==> config.mk <==
export PLATFORM = sky130hd
export DESIGN_NAME = atan2_cordic
export DESIGN_NICKNAME = d
export VERILOG_FILES = /design/src/rtl/atan2_cordic.sv
export SDC_FILE = /design/constraint.sdc
export NUM_CORES = 1
export LEC_CHECK = 0
export CAP_MARGIN = 20
export CORE_ASPECT_RATIO = 1.2
export CORE_MARGIN = 2
export CORE_UTILIZATION = 62
export CTS_CLUSTER_DIAMETER = 40
export DETAILED_ROUTE_END_ITERATION = 6
export HOLD_SLACK_MARGIN = 0.15
export PLACE_DENSITY = 0.82
export SETUP_SLACK_MARGIN = 0.05
export SYNTH_ARGS = -nofsm -noshare
export SYNTH_HDL_FRONTEND = slang
export SYNTH_SLANG_ARGS = --single-unit
==> constraint.sdc <==
create_clock -name clk -period 7.6 [get_ports clk]
set_input_delay 1.52 -clock clk [delete_from_list [all_inputs] [get_ports clk]]
set_output_delay 1.52 -clock clk [all_outputs]
set_load 0.005 [all_outputs]
==> src/rtl/atan2_cordic.sv <==
// Sequential vectoring-mode CORDIC: one micro-rotation per clock, producing
// atan2(y,x) in 2048 units/turn and a gain-compensated magnitude.
module atan2_cordic #(
    parameter int ITERS = 12
) (
    input  logic               clk,
    input  logic               reset,
    input  logic               in_valid,
    output logic               in_ready,
    input  logic signed [15:0] x_in,
    input  logic signed [15:0] y_in,
    output logic               out_valid,
    input  logic               out_ready,
    output logic [15:0]        angle,
    output logic [15:0]        magnitude
);

    typedef enum logic [1:0] {IDLE, ITER, POST, DONE} state_t;

    localparam logic [3:0] LAST_ITER = 4'(ITERS - 1);

    state_t             r_state;
    state_t             w_next;
    logic signed [18:0] r_x;
    logic signed [18:0] r_y;
    logic [14:0]        r_z;
    logic [3:0]         r_cnt;
    logic               r_zero;
    logic [10:0]        r_angle;
    logic [15:0]        r_mag;

    logic signed [18:0] w_x_ext;
    logic signed [18:0] w_y_ext;
    logic signed [18:0] w_x_sh;
    logic signed [18:0] w_y_sh;
    logic [14:0]        w_atan;
    logic [14:0]        w_z_rnd;
    logic signed [28:0] w_prod;
    logic signed [28:0] w_scaled;
    logic [15:0]        w_mag_sat;

    always_ff @(posedge clk or posedge reset) begin
        if (reset) r_state <= IDLE;
        else       r_state <= w_next;
    end

    // NOTE: w_next takes a default first so no path through the case infers a latch.
    always_comb begin
        w_next = r_state;
        case (r_state)
            IDLE:    if (in_valid) w_next = ITER;
            ITER:    if (r_cnt == LAST_ITER) w_next = POST;
            POST:    w_next = DONE;
            DONE:    if (out_ready) w_next = IDLE;
            default: w_next = IDLE;
        endcase
    end

    assign in_ready  = (r_state == IDLE);
    assign out_valid = (r_state == DONE);
    assign angle     = {5'd0, r_angle};
    assign magnitude = r_mag;

    // Elementary angles atan(2^-i) in 1/16 of an output LSB (32768 per turn).
    always_comb begin
        w_atan = 15'd0;
        case (r_cnt)
            4'd0:    w_atan = 15'd4096;
            4'd1:    w_atan = 15'd2418;
            4'd2:    w_atan = 15'd1278;
            4'd3:    w_atan = 15'd649;
            4'd4:    w_atan = 15'd326;
            4'd5:    w_atan = 15'd163;
            4'd6:    w_atan = 15'd81;
            4'd7:    w_atan = 15'd41;
            4'd8:    w_atan = 15'd20;
            4'd9:    w_atan = 15'd10;
            4'd10:   w_atan = 15'd5;
            4'd11:   w_atan = 15'd3;
            default: w_atan = 15'd0;
        endcase
    end

    assign w_x_ext = 19'(x_in);
    assign w_y_ext = 19'(y_in);
    assign w_x_sh  = r_x >>> r_cnt;
    assign w_y_sh  = r_y >>> r_cnt;

    // Z wraps modulo 2^15, so rounding past a full turn lands back on angle 0.
    assign w_z_rnd  = r_z + 15'd8;
    assign w_prod   = 29'(r_x) * 29'sd311;
    assign w_scaled = w_prod >>> 9;

    always_comb begin
        w_mag_sat = {1'b0, w_scaled[14:0]};
        if (w_scaled[28])            w_mag_sat = 16'd0;
        else if (|w_scaled[27:15])   w_mag_sat = 16'h7FFF;
    end

    // NOTE: sequential state uses non-blocking assignments so every register samples pre-edge values.
    always_ff @(posedge clk or posedge reset) begin
        if (reset) begin
            r_x     <= '0;
            r_y     <= '0;
            r_z     <= '0;
            r_cnt   <= '0;
            r_zero  <= 1'b0;
            r_angle <= '0;
            r_mag   <= '0;
        end else begin
            case (r_state)
                IDLE: if (in_valid) begin
                    r_cnt  <= '0;
                    r_zero <= (x_in == 16'sd0) && (y_in == 16'sd0);
                    if (x_in < 16'sd0) begin
                        r_x <= -w_x_ext;
                        r_y <= -w_y_ext;
                        r_z <= 15'd16384;
                    end else begin
                        r_x <= w_x_ext;
                        r_y <= w_y_ext;
                        r_z <= 15'd0;
                    end
                end
                ITER: begin
                    r_cnt <= r_cnt + 4'd1;
                    if (r_y >= 19'sd0) begin
                        r_x <= r_x + w_y_sh;
                        r_y <= r_y - w_x_sh;
                        r_z <= r_z + w_atan;
                    end else begin
                        r_x <= r_x - w_y_sh;
                        r_y <= r_y + w_x_sh;
                        r_z <= r_z - w_atan;
                    end
                end
                POST: begin
                    if (r_zero) begin
                        r_angle <= '0;
                        r_mag   <= '0;
                    end else begin
                        r_angle <= 11'(w_z_rnd >> 4);
                        r_mag   <= w_mag_sat;
                    end
                end
                default: ;
            endcase
        end
    end

endmodule

Yosys cells after proc, flatten, opt, wreduce, memory -nomap -nowiden:

Memory sizes are Yosys's and may differ from the RTL's.
Index checks and enable logic that the tools add are counted.

* $mul: 1
* equality and inequality tests: 7
* reductions and logical operators: 9
* order comparisons: 2
* multiplexer cells: 22
* shifts and indexed selects: 2
* add/sub/neg operators: 10

Operators with widths (number)
* two-way mux 19 bit: 6
* two-way mux 15 bit: 6
* case mux 19 bit (2 select lines): 2
* adder 19 bit: 2
* negation 16 -> 19 bit: 2
* >>> shifter 19 x 4 -> 19 bit: 2
* subtractor 19 bit: 2
* zero test 16 bit: 2
* case mux 15 bit (2 select lines): 1
* multiplier 19 x 10 -> 29 bit (second input constant): 1
* greater-or-equal comparator 19 x 1 -> 1 bit (second input constant): 1
* less-than comparator 16 x 1 -> 1 bit (second input constant): 1
* adder 15 bit: 1
* adder 15 x 4 -> 15 bit (second input constant): 1
* subtractor 15 bit: 1
* two-way mux 11 bit: 1
* case mux 2 bit (4 select lines): 1
* case mux 4 bit (2 select lines): 1
* two-way mux 2 bit: 3
* OR reduction 5 bit: 1
* adder 4 x 1 -> 4 bit (second input constant): 1
* equality test 2 bit (second input constant): 2
* equality test 4 bit (second input constant): 1
* two-way mux 4 bit: 1
* 8 further kinds: 10

* logic and storage cells: 62
* memories kept: 1
* output and inout port bits: 34
* memory bits (read-only): 208
* flip-flop bits (word level): 87

Memory list
* (no name shown): depth 16, width 13, rd ports 1, clocked after memory_dff 0, write ports 0, line 67 `case (r_cnt)`

Depth between registers and ports, before layout:

Gate-level depths: netlist of run 1.

* depth in word-level cells: 5
* mapped depth: 24
* depth with buffers taken out: 22

Worst setup path after synthesis of run 1:

No wires, ideal clock.

* path type: reg-to-reg
* start point: register r_x[12]
* end point: register r_mag[8] (netlist: magnitude[8])
* buffers on the path: 1
* cell stages (with the launch flop): 22
* setup time: 77 ps
* slack: 2154 ps
* data arrival time: 5368 ps
* cell sequence: dfrtp_1 ha_1 inv_1 fa_1 inv_1 fa_1 fa_1 inv_1 fa_1 inv_1 ha_1 a21oi_1 nor2_1 a211oi_1 o21ai_0 and3_1 o311a_1 o221a_2 o22ai_1 clkbuf_1 o21ai_0 o21ai_1

* cells in the longest elaborated chain, start to end: 5

Ends and longest elaborated chain
* start, declared: line 24 `logic signed [18:0] r_x;`
* start signal, assigned: line 116 `r_x <= -w_x_ext;`
* start signal, assigned: line 120 `r_x <= w_x_ext;`
* start signal, assigned: line 128 `r_x <= r_x + w_y_sh;`
* multiplier 19 x 10 -> 29 bit (*): line 91 `assign w_prod = 29'(r_x) * 29'sd311;`
* OR reduction 5 bit: line 97 `else if (|w_scaled[27:15]) w_mag_sat = 16'h7FFF;`
* two-way mux 15 bit: line 97
* two-way mux 15 bit (*): line 96 `if (w_scaled[28]) w_mag_sat = 16'd0;`
* two-way mux 15 bit (*): line 138 `if (r_zero) begin`
* end signal, assigned: line 143 `r_mag <= w_mag_sat;`
* end, declared: line 30 `logic [15:0] r_mag;`

Mark *: on every way between the ends. The rest lies on a longest branch, timed or not.
A chain may end at the register's enable or synchronous reset.

Worst setup path in the final report of run 1:

* start point: register r_x[12]
* end point: register r_mag[1] (netlist: magnitude[1])

Same word-level chain as after synthesis.

==> flow_metrics.env, run 1 <==
export IMPL_final_nets=1860
export IMPL_hp_class="flop to flop"
export IMPL_cts_root_buf="clkbuf_16"
export IMPL_gp_congestion=0.9418
export IMPL_cp_arrival_ps=6450
export IMPL_fillCellCount=1726
export IMPL_yosys_top_cells_area="dfrtp_1 (16%), ha_1 (13%), fa_1 (11%)"
export IMPL_cts_tree="done"
export IMPL_routed_wl_mm=33.84
export IMPL_insertion_delay_ps=370
export IMPL_drt_first_pass_iters=6
export IMPL_dominantRegCellSynth="dfrtp_1"
export IMPL_clk_pin_slew_ps=80
export IMPL_syn_to_final_growth_pct=7.083
export IMPL_die_h_um=164.6
export IMPL_slowest_stage="o22ai_1"
export IMPL_post_cts_setup_buffers=0
export IMPL_rows=58
export IMPL_wire_per_inst_um=17.91
export IMPL_postSynthAreaPerCell_um2=8.361
export IMPL_relSlewSlack=0.2505
export IMPL_num_io_pins=70
export IMPL_ys_types=84
export IMPL_gr_total_overflow=0
export IMPL_final_util=0.6777
export IMPL_status="complete, no violations"
export IMPL_dr_total_vias=11614
export IMPL_min_period_over_period=0.8106
export IMPL_path_cells="ha_1 -> inv_1 -> fa_1 -> inv_1 -> fa_1 -> fa_1 -> inv_1 -> fa_1 -> inv_1 -> ha_1 -> a21oi_1 -> nor2_1 -> a211oi_1 -> o21ai_0 -> and3_1 -> o311a_1 -> o221a_2 -> o22ai_1 -> o21ai_0 -> o21ai_0"
export IMPL_seq_area_frac_synth=0.1616
export IMPL_hold_viol_final=0
export IMPL_fmax_ghz=0.1623
export IMPL_synth_edf_count=0
export IMPL_syn_inst=1593
export IMPL_ys_ff_latch=86
export IMPL_core_area_um2=21050
export IMPL_antenna_found_initial=0
export IMPL_synth_top_area_cell="dfrtp_1"
export IMPL_dieArea_um2=22680
export IMPL_rsz0062_at_grt="false"
export IMPL_final_layout_size_suffix_gt1_frac=0.06980
export IMPL_grt_pass1_vias=11533
export IMPL_synth_common_cells="inv_1 (214), ha_1 (138), nand2_1 (128)"
export IMPL_regArea_um2=2157
export IMPL_port_buffers=63
export IMPL_gr_usage_all_layers=0.3145
export IMPL_drcViolationCount=0
export IMPL_via_per_inst=6.148
export IMPL_numClockSinks=86
export IMPL_setup_viol=0
export IMPL_synth_cell_area_um2=13320
export IMPL_cp_data_required_time_ps=7890
export IMPL_dieWidth_um=137.8
export IMPL_worst_hold_slack_ps=504.9
export IMPL_finClkSkew_ps=7.168
export IMPL_startpoint_type="flop"
export IMPL_cts_made_buffers=9
export IMPL_crit_path_end_kind="flop"
export IMPL_worst_slack_ps=1440
export IMPL_yosys_warnings=0
export IMPL_crit_type="flop to flop"
export IMPL_drt_iter0_markers=961
export IMPL_antennaDiodeCount=0
export IMPL_grt_max_degree=65
export IMPL_yosysMostFrequentCell="inv_1"
export IMPL_start_util=0.6329
export IMPL_post_cts_resized=0
export IMPL_tightest_slew_ps=1096
export IMPL_grt_pass1_wl_mm=56.20
export IMPL_drv_slew=0
export IMPL_fin_setup_tns_ps=0
export IMPL_async_flop_share=1.000
export IMPL_cap_violations=0
export IMPL_hpwl_mm=25.97
export IMPL_period_needed_ps=6160
export IMPL_cts_buffer_depth=2
export IMPL_multiInputGateArea_um2=9937
export IMPL_cts_hold_buf=0
export IMPL_crit_path_max_incr_delay_ps=730
export IMPL_preCtsSetupSlack_ps=1435
export IMPL_ant_nets=0
export IMPL_htreeDepth=3
export IMPL_cp_max_fo=15
export IMPL_yosysTopAreaCellShare=0.1616
## layer usage
metal  part of all wire  wire length [µm]  track usage  up-vias
met5                  0                 0            0        -
met4              0.051              1720       0.1679        0
met3              0.058              1952      0.04052      120
met2               0.50             16920       0.5455      441
met1               0.39             13250       0.3785     5504
li1                   -                 -            -     5549
## per-stage QoR
| stage | std cells | area, µm² |
|---|---|---|
| 2_1_floorplan | 1598 | 13340 |
| 3_3_place_gp | 1873 | 13980 |
| 3_5_place_dp | 1873 | 13980 |
| 4_1_cts | 1889 | 14260 |
| 5_1_grt | 1889 | 14260 |
| 6_report | 1889 | 14260 |
## flip-flops by register name (all words and copies together) (netlist names)
name and cells:
r_angle 11, magnitude 15, r_zero 1, r_state 2, r_cnt 4, r_z 15
r_x 19, r_y 19
## final timing paths
path | from | end | slack [ps] | cells past startpoint
worst min register to register | r_z[2] | r_z[2] | 500 | 2
max in group asynchronous | reset | r_y[18] | 4900 | 3
worst max register to register | r_x[12] | magnitude[1] | 1440 | 20
min in group asynchronous | reset | magnitude[14] | 1450 | 2
worst max-delay path | r_x[12] | magnitude[1] | 1440 | 20
worst min-delay path | r_z[2] | r_z[2] | 500 | 2
## layout by cell type, fill, tap and decap left out, types with 12 or more instances in the layout
master,count
nor2_1,126
nor2b_1,17
o22ai_1,29
and3_1,12
buf_4,14
dfrtp_1,82
nand3_1,30
a21o_1,20
o31ai_1,15
mux2_2,18
fa_1,72
nand2_1,128
a21oi_1,109
nor3_1,17
xor2_1,60
mux4_2,32
mux2i_1,28
nand2b_1,19
o21ai_0,117
inv_1,213
ha_1,137
xnor2_1,73
clkdlybuf4s50_1,63
## critical path: cells and delay by family (launching register included)
family                   cells  cell delay (ps)
AO/OA/AOI/OAI                8             2250
adder cells (fa/ha/maj)      6             2770
buffers and inverters        4              210
flip-flops                   1              520
AND/OR/NAND/NOR              2              320
## logic make-up (layout without fill, tap and decap cells)
family | after synthesis | in the layout | synth area share
xor+xnor | 133 | 133 | 0.08746
simple gates | 409 | 409 | 0.1453
compound gates | 384 | 384 | 0.1748
fa+ha+maj | 210 | 210 | 0.2379
buf+inv | 287 | 308 | 0.09450
other cells | 1 | 6 | 0.0002816
mux | 83 | 83 | 0.09817
flops | 86 | 86 | 0.1616
## area by class of cell
cell class | instances | share of cell area
clock buffers | 9 | 0.01579
clock inverters | 7 | 0.004299
inverters | 215 | 0.05667
multi-input cells | 1225 | 0.6967
flip-flops and latches | 86 | 0.1512
well taps | 270 | 0.02369
repair buffers | 77 | 0.05158
Power of run 1 is left out: the tool's default activity adds up to more than one toggle a clock period on the data nets, which glitch-free logic cannot reach.
==> inputs of run 2 (changes only) <==
--- a/config.mk
+++ b/config.mk
@@ -8,11 +8,11 @@
 export CAP_MARGIN = 20
 export CORE_ASPECT_RATIO = 1.2
 export CORE_MARGIN = 2
-export CORE_UTILIZATION = 62
+export CORE_UTILIZATION = 57
 export CTS_CLUSTER_DIAMETER = 40
 export DETAILED_ROUTE_END_ITERATION = 6
 export HOLD_SLACK_MARGIN = 0.15
-export PLACE_DENSITY = 0.82
+export PLACE_DENSITY = 0.79
 export SETUP_SLACK_MARGIN = 0.05
 export SYNTH_ARGS = -nofsm -noshare
 export SYNTH_HDL_FRONTEND = slang
==> constraint.sdc (replaced) <==
create_clock -name clk -period 5.5 [get_ports clk]
set_input_delay 1.1 -clock clk [delete_from_list [all_inputs] [get_ports clk]]
set_output_delay 1.1 -clock clk [all_outputs]
set_load 0.005 [all_outputs]
==> run 2 against run 1 <==
Compared with the run above:
- critical path depth is the same
- worst hold slack gained 2.3 ps
- first-iteration DRC count down 28%
- non-clock buffer count increased by 72
- global-route usage down 2.4 points
- flip-flop and latch count is the same
- wire length rose by 7.7%
- maximum frequency increased by 13%
- clock skew is 2.6 ps higher
- die area grew 8.5%
- critical endpoint is now magnitude[7]
- sequential share of layout area is 0.83 points lower
==> flow_metrics.env, run 2 (same netlist as run 1, synthesis figures left out) <==
export IMPL_gr_total_overflow=0
export IMPL_dieWidth_um=143.5
export IMPL_antennaDiodeCount=0
export IMPL_status="complete, no violations"
export IMPL_start_util=0.5778
export IMPL_crit_type="flop to flop"
export IMPL_drt_iter0_markers=694
export IMPL_wire_per_inst_um=18.17
export IMPL_finClkSkew_ps=9.812
export IMPL_die_h_um=171.5
export IMPL_cts_root_buf="clkbuf_16"
export IMPL_grt_pass1_vias=11661
export IMPL_rr_endpoint="magnitude[7]"
export IMPL_period_needed_ps=5453
export IMPL_syn_to_final_growth_pct=14.24
export IMPL_preCtsSetupSlack_ps=61.22
export IMPL_final_common_cell="inv_1"
export IMPL_cp_max_fo=7
export IMPL_num_io_pins=70
export IMPL_final_layout_size_suffix_gt1_frac=0.1390
export IMPL_worstSetupStartpoint="r_x[8]"
export IMPL_crit_path_end="magnitude[7]"
export IMPL_gp_congestion=0.9724
export IMPL_hold_viol_final=0
export IMPL_cp_arrival_ps=5690
export IMPL_r2r_cells=20
export IMPL_crit_path_end_kind="flop"
export IMPL_rows=61
export IMPL_cts_buffer_depth=2
export IMPL_clk_pin_slew_ps=70
export IMPL_fmax_ghz=0.1834
export IMPL_grt_pass1_wl_mm=56.72
export IMPL_drt_first_pass_iters=5
export IMPL_numClockSinks=86
export IMPL_grt_max_degree=60
export IMPL_insertion_delay_ps=370
export IMPL_port_buffers=63
export IMPL_largest_registers="r_x x19, r_y x19"
export IMPL_cap_violations=0
export IMPL_cp_data_required_time_ps=5740
export IMPL_antenna_found_initial=0
export IMPL_worstHoldPathCells=2
export IMPL_dieArea_um2=24610
export IMPL_via_per_inst=5.984
export IMPL_mostFrequentLayoutCells="inv_1 (211), nand2_1 (128), nor2_1 (125)"
export IMPL_htreeDepth=3
export IMPL_drcViolationCount=0
export IMPL_startpoint_type="flop"
export IMPL_dr_total_vias=12003
export IMPL_cts_tree="done"
export IMPL_drv_slew=0
export IMPL_routed_wl_mm=36.45
export IMPL_cts_made_buffers=9
export IMPL_tightest_slew_ps=941.9
export IMPL_fin_setup_tns_ps=0
export IMPL_hp_class="flop to flop"
export IMPL_ant_nets=0
export IMPL_worst_hold_slack_ps=507.1
export IMPL_core_area_um2=23050
export IMPL_gr_usage_all_layers=0.2910
export IMPL_rr_startpoint="r_x[8]"
export IMPL_setup_viol=0
export IMPL_hpwl_mm=27.48
export IMPL_r2r_slack_ps=50
export IMPL_worst_slack_ps=47.24
export IMPL_cts_hold_buf=0
export IMPL_final_nets=1932
export IMPL_min_period_over_period=0.9914
export IMPL_relSlewSlack=0.3721
[run 2: cell count changes in the layout (fill, tap and decap cells not counted), sizes merged]
| cell | previous run | this run |
|---|---|---|
| buf | 14 | 85 |
| clkinv | 1 | 3 |
| inv | 219 | 217 |
| clkbuf | 9 | 10 |
[run 2: layout make-up]
class / count / area [µm²]
clock buffers: 9 / 225.2
multi-input cells: 1225 / 10260
well taps: 315 / 394.1
inverters: 215 / 808.3
repair buffers: 149 / 1291
flip-flops and latches: 86 / 2175
clock inverters: 7 / 66.31
fillers: 1945 / 7834
[run 2: worst min-delay path by stage]
stage,from,endpoint,slack (ps)
after floorplan,r_zero,r_zero,430
after global placement,r_z[2],r_z[2],470
after detailed placement,r_z[2],r_z[2],500
after CTS,magnitude[3],magnitude[3],510
after global routing,magnitude[3],magnitude[3],530
final,magnitude[10],magnitude[10],510
[run 2: repair_timing]
action | in CTS | in global routing
setup endpoints to repair | 2 | 19
gates cloned | 0 | 1
setup buffers | 0 | 16
pin swaps | 1 | 19
resized for setup | 0 | 89
[run 2: routing by layer]
layer / global-route usage / part of all wire / vias up / wire length (µm)
li1: - / - / 5678 / -
met1: 0.3379 / 0.39 / 5792 / 14370
met2: 0.5253 / 0.51 / 427 / 18510
met3: 0.03536 / 0.050 / 106 / 1834
met4: 0.1466 / 0.048 / 0 / 1733
met5: 0 / 0 / - / 0
[run 2: critical path, stage by stage, from the launching register on]
cell and delay, ps:
dfrtp_1 430, buf_4 170, ha_4 260, inv_1 50
fa_1 530, inv_1 50, fa_1 500, fa_1 570
inv_1 60, fa_1 490, inv_1 70, ha_4 270
a21oi_4 180, o2111ai_2 190, and3_4 250, o311a_4 370
nor4_4 330, o22ai_4 140, buf_6 150, o21ai_0 140
o21ai_0 100
[run 2: stage by stage]
stage / util / cell area, µm² / cells
final: 0.6601 / 15220 / 2006
after global routing: 0.6601 / 15220 / 2006
after CTS: 0.6393 / 14740 / 1989
after detailed placement: 0.6267 / 14450 / 1973
after global placement: 0.6267 / 14450 / 1973
after floorplan: - / 13340 / 1598
Power of run 2 is left out for the same reason.
